`config.mk`:
```
export PLATFORM = sky130hd
export DESIGN_NAME = control_sequencer
export DESIGN_NICKNAME = d
export VERILOG_FILES = /design/src/rtl/nsc8_defs.sv /design/src/rtl/sequencer_decode.sv /design/src/rtl/control_sequencer.sv
export SDC_FILE = /design/constraint.sdc
export NUM_CORES = 1
export LEC_CHECK = 0
export CORE_AREA = 2 2 39 41
export DETAILED_ROUTE_END_ITERATION = 6
export DIE_AREA = 0 0 41 43
export HOLD_SLACK_MARGIN = 0.02
export PLACE_DENSITY = 0.8
export SYNTH_ARGS = -nofsm -noshare
export SYNTH_HDL_FRONTEND = slang
export SYNTH_SLANG_ARGS = --single-unit
```
`constraint.sdc`:
```
create_clock -name clk -period 1.65 [get_ports clk]
set_input_delay 0.165 -clock clk [delete_from_list [all_inputs] [get_ports clk]]
set_output_delay 0.165 -clock clk [all_outputs]
set_load 0.05 [all_outputs]
```
`src/rtl/nsc8_defs.sv`:
```
// ============================================================================
// Module  : nsc8_defs (package)
// Brief   : NSC-8 sequencer opcodes, micro-step encodings and strobe bundle.
// Revision: 1.0 - initial release
// ============================================================================
`default_nettype none

package nsc8_defs;

    localparam int OP_W   = 4;
    localparam int STEP_W = 3;

    typedef logic [OP_W-1:0] opcode_t;

    localparam opcode_t OP_NOP = 4'h0;
    localparam opcode_t OP_LDA = 4'h1;
    localparam opcode_t OP_ADD = 4'h2;
    localparam opcode_t OP_SUB = 4'h3;
    localparam opcode_t OP_STA = 4'h4;
    localparam opcode_t OP_LDI = 4'h5;
    localparam opcode_t OP_JMP = 4'h6;
    localparam opcode_t OP_JC  = 4'h7;
    localparam opcode_t OP_JZ  = 4'h8;
    localparam opcode_t OP_OUT = 4'hE;
    localparam opcode_t OP_HLT = 4'hF;

    typedef enum logic [STEP_W-1:0] {
        ST_T0   = 3'd0,
        ST_T1   = 3'd1,
        ST_T2   = 3'd2,
        ST_T3   = 3'd3,
        ST_T4   = 3'd4,
        ST_HALT = 3'd5
    } state_e;

    typedef struct packed {
        logic pc_out;
        logic ir_out;
        logic ram_out;
        logic a_out;
        logic alu_out;
        logic mar_load;
        logic ir_load;
        logic ram_load;
        logic b_load;
        logic load_a;
        logic load_immediate_a;
        logic out_load;
        logic pc_load;
        logic flags_load;
        logic pc_inc;
        logic alu_sub;
    } strobes_t;

    // Final execute step of each opcode; everything not listed ends in T2.
    function automatic state_e last_step(input opcode_t op);
        case (op)
            OP_LDA, OP_STA: return ST_T3;
            OP_ADD, OP_SUB: return ST_T4;
            default:        return ST_T2;
        endcase
    endfunction

endpackage

`default_nettype wire

```
`src/rtl/sequencer_decode.sv`:
```
// ============================================================================
// Module  : sequencer_decode
// Brief   : Combinational (state, opcode, flags) -> bus strobe map.
//           NSC8_COND_JUMP_EN enables JC/JZ; otherwise they decode as NOP.
// Revision: 1.0 - initial release
// ============================================================================
`default_nettype none

module sequencer_decode
    import nsc8_defs::*;
(
    input  state_e   state_i,
    input  opcode_t  opcode_i,
    input  logic     carry_i,
    input  logic     zero_i,
    output strobes_t strobes_o
);

`ifndef NSC8_COND_JUMP_EN
    logic unused_flags;
    assign unused_flags = carry_i ^ zero_i;
`endif

    always_comb begin
        strobes_o = '0;
        case (state_i)
            ST_T0: begin
                strobes_o.pc_out   = 1'b1;
                strobes_o.mar_load = 1'b1;
            end
            ST_T1: begin
                strobes_o.ram_out = 1'b1;
                strobes_o.ir_load = 1'b1;
                strobes_o.pc_inc  = 1'b1;
            end
            ST_T2: begin
                case (opcode_i)
                    OP_LDA, OP_ADD, OP_SUB, OP_STA: begin
                        strobes_o.ir_out   = 1'b1;
                        strobes_o.mar_load = 1'b1;
                    end
                    OP_LDI: begin
                        strobes_o.ir_out           = 1'b1;
                        strobes_o.load_immediate_a = 1'b1;
                    end
                    OP_JMP: begin
                        strobes_o.ir_out  = 1'b1;
                        strobes_o.pc_load = 1'b1;
                    end
`ifdef NSC8_COND_JUMP_EN
                    OP_JC: begin
                        strobes_o.ir_out  = carry_i;
                        strobes_o.pc_load = carry_i;
                    end
                    OP_JZ: begin
                        strobes_o.ir_out  = zero_i;
                        strobes_o.pc_load = zero_i;
                    end
`endif
                    OP_OUT: begin
                        strobes_o.a_out    = 1'b1;
                        strobes_o.out_load = 1'b1;
                    end
                    default: ;
                endcase
            end
            ST_T3: begin
                case (opcode_i)
                    OP_LDA: begin
                        strobes_o.ram_out = 1'b1;
                        strobes_o.load_a  = 1'b1;
                    end
                    OP_ADD, OP_SUB: begin
                        strobes_o.ram_out = 1'b1;
                        strobes_o.b_load  = 1'b1;
                    end
                    OP_STA: begin
                        strobes_o.a_out    = 1'b1;
                        strobes_o.ram_load = 1'b1;
                    end
                    default: ;
                endcase
            end
            ST_T4: begin
                if (opcode_i == OP_ADD || opcode_i == OP_SUB) begin
                    strobes_o.alu_out    = 1'b1;
                    strobes_o.load_a     = 1'b1;
                    strobes_o.flags_load = 1'b1;
                    strobes_o.alu_sub    = (opcode_i == OP_SUB);
                end
            end
            default: ;
        endcase
    end

endmodule

`default_nettype wire

```
`src/rtl/control_sequencer.sv`:
```
// ============================================================================
// Module  : control_sequencer
// Brief   : NSC-8 fetch/decode/execute sequencer; holds the micro-step state.
//           NSC8_COND_JUMP_EN (see sequencer_decode) enables JC/JZ.
// Revision: 1.0 - initial release
// ============================================================================
`default_nettype none

module control_sequencer
    import nsc8_defs::*;
#(
    parameter int X = 8
) (
    input  logic              clk,
    input  logic              clear,
    input  logic [X/2-1:0]    ir_opcode,
    input  logic              carry_flag,
    input  logic              zero_flag,
    output logic              pc_out,
    output logic              ir_out,
    output logic              ram_out,
    output logic              a_out,
    output logic              alu_out,
    output logic              mar_load,
    output logic              ir_load,
    output logic              ram_load,
    output logic              b_load,
    output logic              load_a,
    output logic              load_immediate_a,
    output logic              out_load,
    output logic              pc_load,
    output logic              flags_load,
    output logic              pc_inc,
    output logic              alu_sub,
    output logic              halted,
    output logic [STEP_W-1:0] step
);

    state_e   state_q;
    state_e   state_d;
    opcode_t  w_op;
    strobes_t w_dec;
    strobes_t w_strb;

    assign w_op = ir_opcode[OP_W-1:0];

    always_comb begin
        state_d = state_q;
        case (state_q)
            ST_T0:   state_d = ST_T1;
            ST_T1:   state_d = ST_T2;
            ST_T2: begin
                if (w_op == OP_HLT)
                    state_d = ST_HALT;
                else if (last_step(w_op) == ST_T2)
                    state_d = ST_T0;
                else
                    state_d = ST_T3;
            end
            ST_T3:   state_d = (last_step(w_op) == ST_T3) ? ST_T0 : ST_T4;
            ST_T4:   state_d = ST_T0;
            ST_HALT: state_d = ST_HALT;
            default: state_d = ST_T0;
        endcase
    end

    always_ff @(posedge clk) begin
        if (clear)
            state_q <= ST_T0;
        else
            state_q <= state_d;
    end

    sequencer_decode u_decode (
        .state_i   (state_q),
        .opcode_i  (w_op),
        .carry_i   (carry_flag),
        .zero_i    (zero_flag),
        .strobes_o (w_dec)
    );

    // Clear masks the current step so an aborted instruction leaves no partial strobes.
    assign w_strb = clear ? '0 : w_dec;
    assign halted = ~clear & (state_q == ST_HALT);
    assign step   = clear ? '0 : state_q;

    assign pc_out           = w_strb.pc_out;
    assign ir_out           = w_strb.ir_out;
    assign ram_out          = w_strb.ram_out;
    assign a_out            = w_strb.a_out;
    assign alu_out          = w_strb.alu_out;
    assign mar_load         = w_strb.mar_load;
    assign ir_load          = w_strb.ir_load;
    assign ram_load         = w_strb.ram_load;
    assign b_load           = w_strb.b_load;
    assign load_a           = w_strb.load_a;
    assign load_immediate_a = w_strb.load_immediate_a;
    assign out_load         = w_strb.out_load;
    assign pc_load          = w_strb.pc_load;
    assign flags_load       = w_strb.flags_load;
    assign pc_inc           = w_strb.pc_inc;
    assign alu_sub          = w_strb.alu_sub;

endmodule

`default_nettype wire

```
==> results_dict.tcl <==
set metrics [dict create \
    timing.rr.start "state_q[2]$_SDFF_PP0_" \
    largest_reg_flops 3 \
    synth_ff_type "dfxtp_1" \
    grt_pass1_vias 621 \
    cts-root-buf "clkbuf_4" \
    path_clk_slew_ns 0.04 \
    final_max_slew_viol_count 0 \
    tritoncts "done" \
    routed_wl_mm 1.81 \
    final_cells 125 \
    vias 656 \
    cp-start-kind "flop" \
    grt_max_degree 8 \
    post-dp-hpwl_mm 1.38 \
    wl_per_cell_um 14.5 \
    synth_top_family_by_area "simple AND/OR/NAND/NOR gates" \
    regMostFlops "state_q" \
    placed_area_um2 1090 \
    synthTopCellsByArea "dfxtp_1 (15%), nor2_1 (6.5%), nor3_1 (6.2%)" \
    maxSlewHeadroom 0.823 \
    period_share 1.05 \
    syn-cell-area_um2 407 \
    finish.instance_area_um2 1170 \
    max_stage_delay_ns 0.48 \
    layout_commonest_cell "buf_4" \
    postLayoutSetupSlackWorst_ns -0.0825 \
    ys_warn_count 0 \
    dr.pass1.iters 5 \
    nets 118 \
    gr-total-overflow 0 \
    drv_cap 0 \
    cp.arrival_ns 1.57 \
    area_delta_synth_final_pct 187 \
    holdCritPathClass "in2reg" \
    first_iter_violations 11 \
    clock_path_buffers 2 \
    violations "negative setup slack" \
    synth_compound_area_frac 0.145 \
    avgSynthCellArea_um2 6.78 \
    critical_path_class "reg2out" \
    grt_pass1_wl_mm 2.81 \
    r2r_setup_slack_ns 0.25 \
    rsz0062_at_grt "true" \
    critPathSlowestCell "or4_4" \
    power.density_nw_per_um2 610 \
    synth_area_leader_cell "dfxtp_1" \
    reg.largest.list "state_q: 3 flops" \
    synthCells 60 \
    setup_viol 6 \
    required_ns 1.48 \
    r2r_end "state_q[0]$_SDFF_PP0_" \
    reg2reg_depth 5 \
    row_count 14 \
    ys_types 30 \
    crit_path_max_fanout 3 \
    critPathCaptureType "output port" \
    path_cells "nor2_4 -> nand2_2 -> or4_4 -> o21ai_4 -> buf_12" \
    dp_cells 118 \
    layout_common_cells "buf_4 (26), buf_12 (20), nor2_1 (6), nor3_2 (6), dlygate4sd2_1 (5)" \
    drive_gt1_frac 0.670 \
    netlist.area_leader.share 0.148 \
    antenna_found_initial 0 \
    synth_mux_area_frac 0.0246 \
    clkLatencyLatePin_ns 0.23 \
    seq_area_frac_synth 0.148 \
    clock_sinks 3 \
    die_x_um 41 \
    initial_core_util 0.294 \
    synth_fa_ha_area_frac 0 \
    h-tree-depth 1 \
    io_pins 28 \
    max_freq_mhz 577 \
    dieArea_um2 1760 \
    syn_nets 68 \
    pre_cts_slack_ns -0.261 \
    ant_nets 0 \
    status "finished, violations left" \
    synth-simple-area-share 0.514 \
    crit_path_start "state_q[2]$_SDFF_PP0_" \
    p_leak_nw 0.480 \
    gp_congestion 0.846 \
    ys_seq_elements 3 \
    finClkSkew_ns 0.00103 \
    hold_viol 0 \
    async_flop_share 0 \
    synth_enable_flop_cells 0 \
    min_period_ns 1.73 \
    peakVddDrop_v 0.000358 \
    diodes 0 \
    worstHoldStart "clear" \
    numCtsBuffers 3 \
    synth_xor_area_frac 0 \
    grt_use_total 0.232 \
    portBuffers 25 \
    route.detailed.drc 0 \
    fillers 66 \
    worst_pin_slew_ns 0.263 \
    design.core.area_um2 1380 \
    via_per_inst 5.25 \
    cp-endpoint "ram_out" \
    die_h_um 43 \
]
## final cells by class
class,count,area (um2),share of cell area
Timing Repair Buffer,51,639,0.548
Multi-Input combinational cell,46,393,0.337
Sequential cell,3,68.8,0.0590
Clock buffer,4,26.3,0.0225
Tap cell,16,20.0,0.0172
Inverter,5,18.8,0.0161
## where the power goes
part	internal, mW	switching [mW]	total, mW	leakage (nW)
Combinational	0.214	0.262	0.476	0.439
Sequential	0.0882	0.0156	0.104	0.0264
Clock	0.0908	0.0407	0.131	0.0150
Total	0.393	0.318	0.711	0.480
## per-stage QoR
| step | hold slack, ns | setup TNS, ns | utilization | power [mW] |
|---|---|---|---|---|
| 2_1_floorplan | 0.273 | -1.31 | - | 0.328 |
| 3_3_place_gp | 0.574 | -1.40 | 0.790 | 0.532 |
| 3_5_place_dp | 0.593 | -2.14 | 0.790 | 0.546 |
| 4_1_cts | 0.583 | -0.229 | 0.837 | 0.707 |
| 5_1_grt | 0.617 | -0.717 | 0.843 | 0.746 |
| 6_report | 0.598 | -0.185 | 0.843 | 0.711 |
## critical path: cells and delay by family, from the launching register on
family / cells / cell delay [ns]
simple gates: 3 / 0.66
buf+inv: 1 / 0.15
compound gates: 1 / 0.19
flops: 1 / 0.34
## how the worst min path moves through the flow
| stage | to | slack [ns] | depth (start not counted) |
|---|---|---|---|
| finish | state_q[2]$_SDFF_PP0_ | 0.60 | 4 |
| global route | state_q[2]$_SDFF_PP0_ | 0.62 | 4 |
| CTS | state_q[1]$_SDFF_PP0_ | 0.58 | 4 |
| detailed placement | state_q[2]$_SDFF_PP0_ | 0.59 | 2 |
| global placement | state_q[2]$_SDFF_PP0_ | 0.57 | 2 |
| floorplan | state_q[2]$_SDFF_PP0_ | 0.27 | 1 |
## cell families after synthesis
kind of cell | Yosys count
simple gates | 36
buf+inv | 11
compound gates | 9
flops | 3
mux | 1
## per-layer routing
layer	GRT usage	wire [um]
met5	0	0
met4	0.0733	26
met3	0.0157	97
met2	0.403	1030
met1	0.283	654
## Yosys cell counts, types with 2 or more instances
cell type and number:
nand3_1 4, a21oi_1 3, buf_4 3, nand2_1 4, and3_1 2, nand4_1 2, nor3_1 5, inv_1 4
o21ai_1 2, nor4_1 2, dfxtp_1 3, buf_6 2, nor2_1 7
## timing repair
action,in CTS,in global routing
endpoints found under the setup margin,15,12
hold buffers,0,0
resized for setup,13,1
buffers inserted,2,1
cloned,0,0
pin swaps,9,1
No activity file was read; power rests on OpenSTA's default activity.
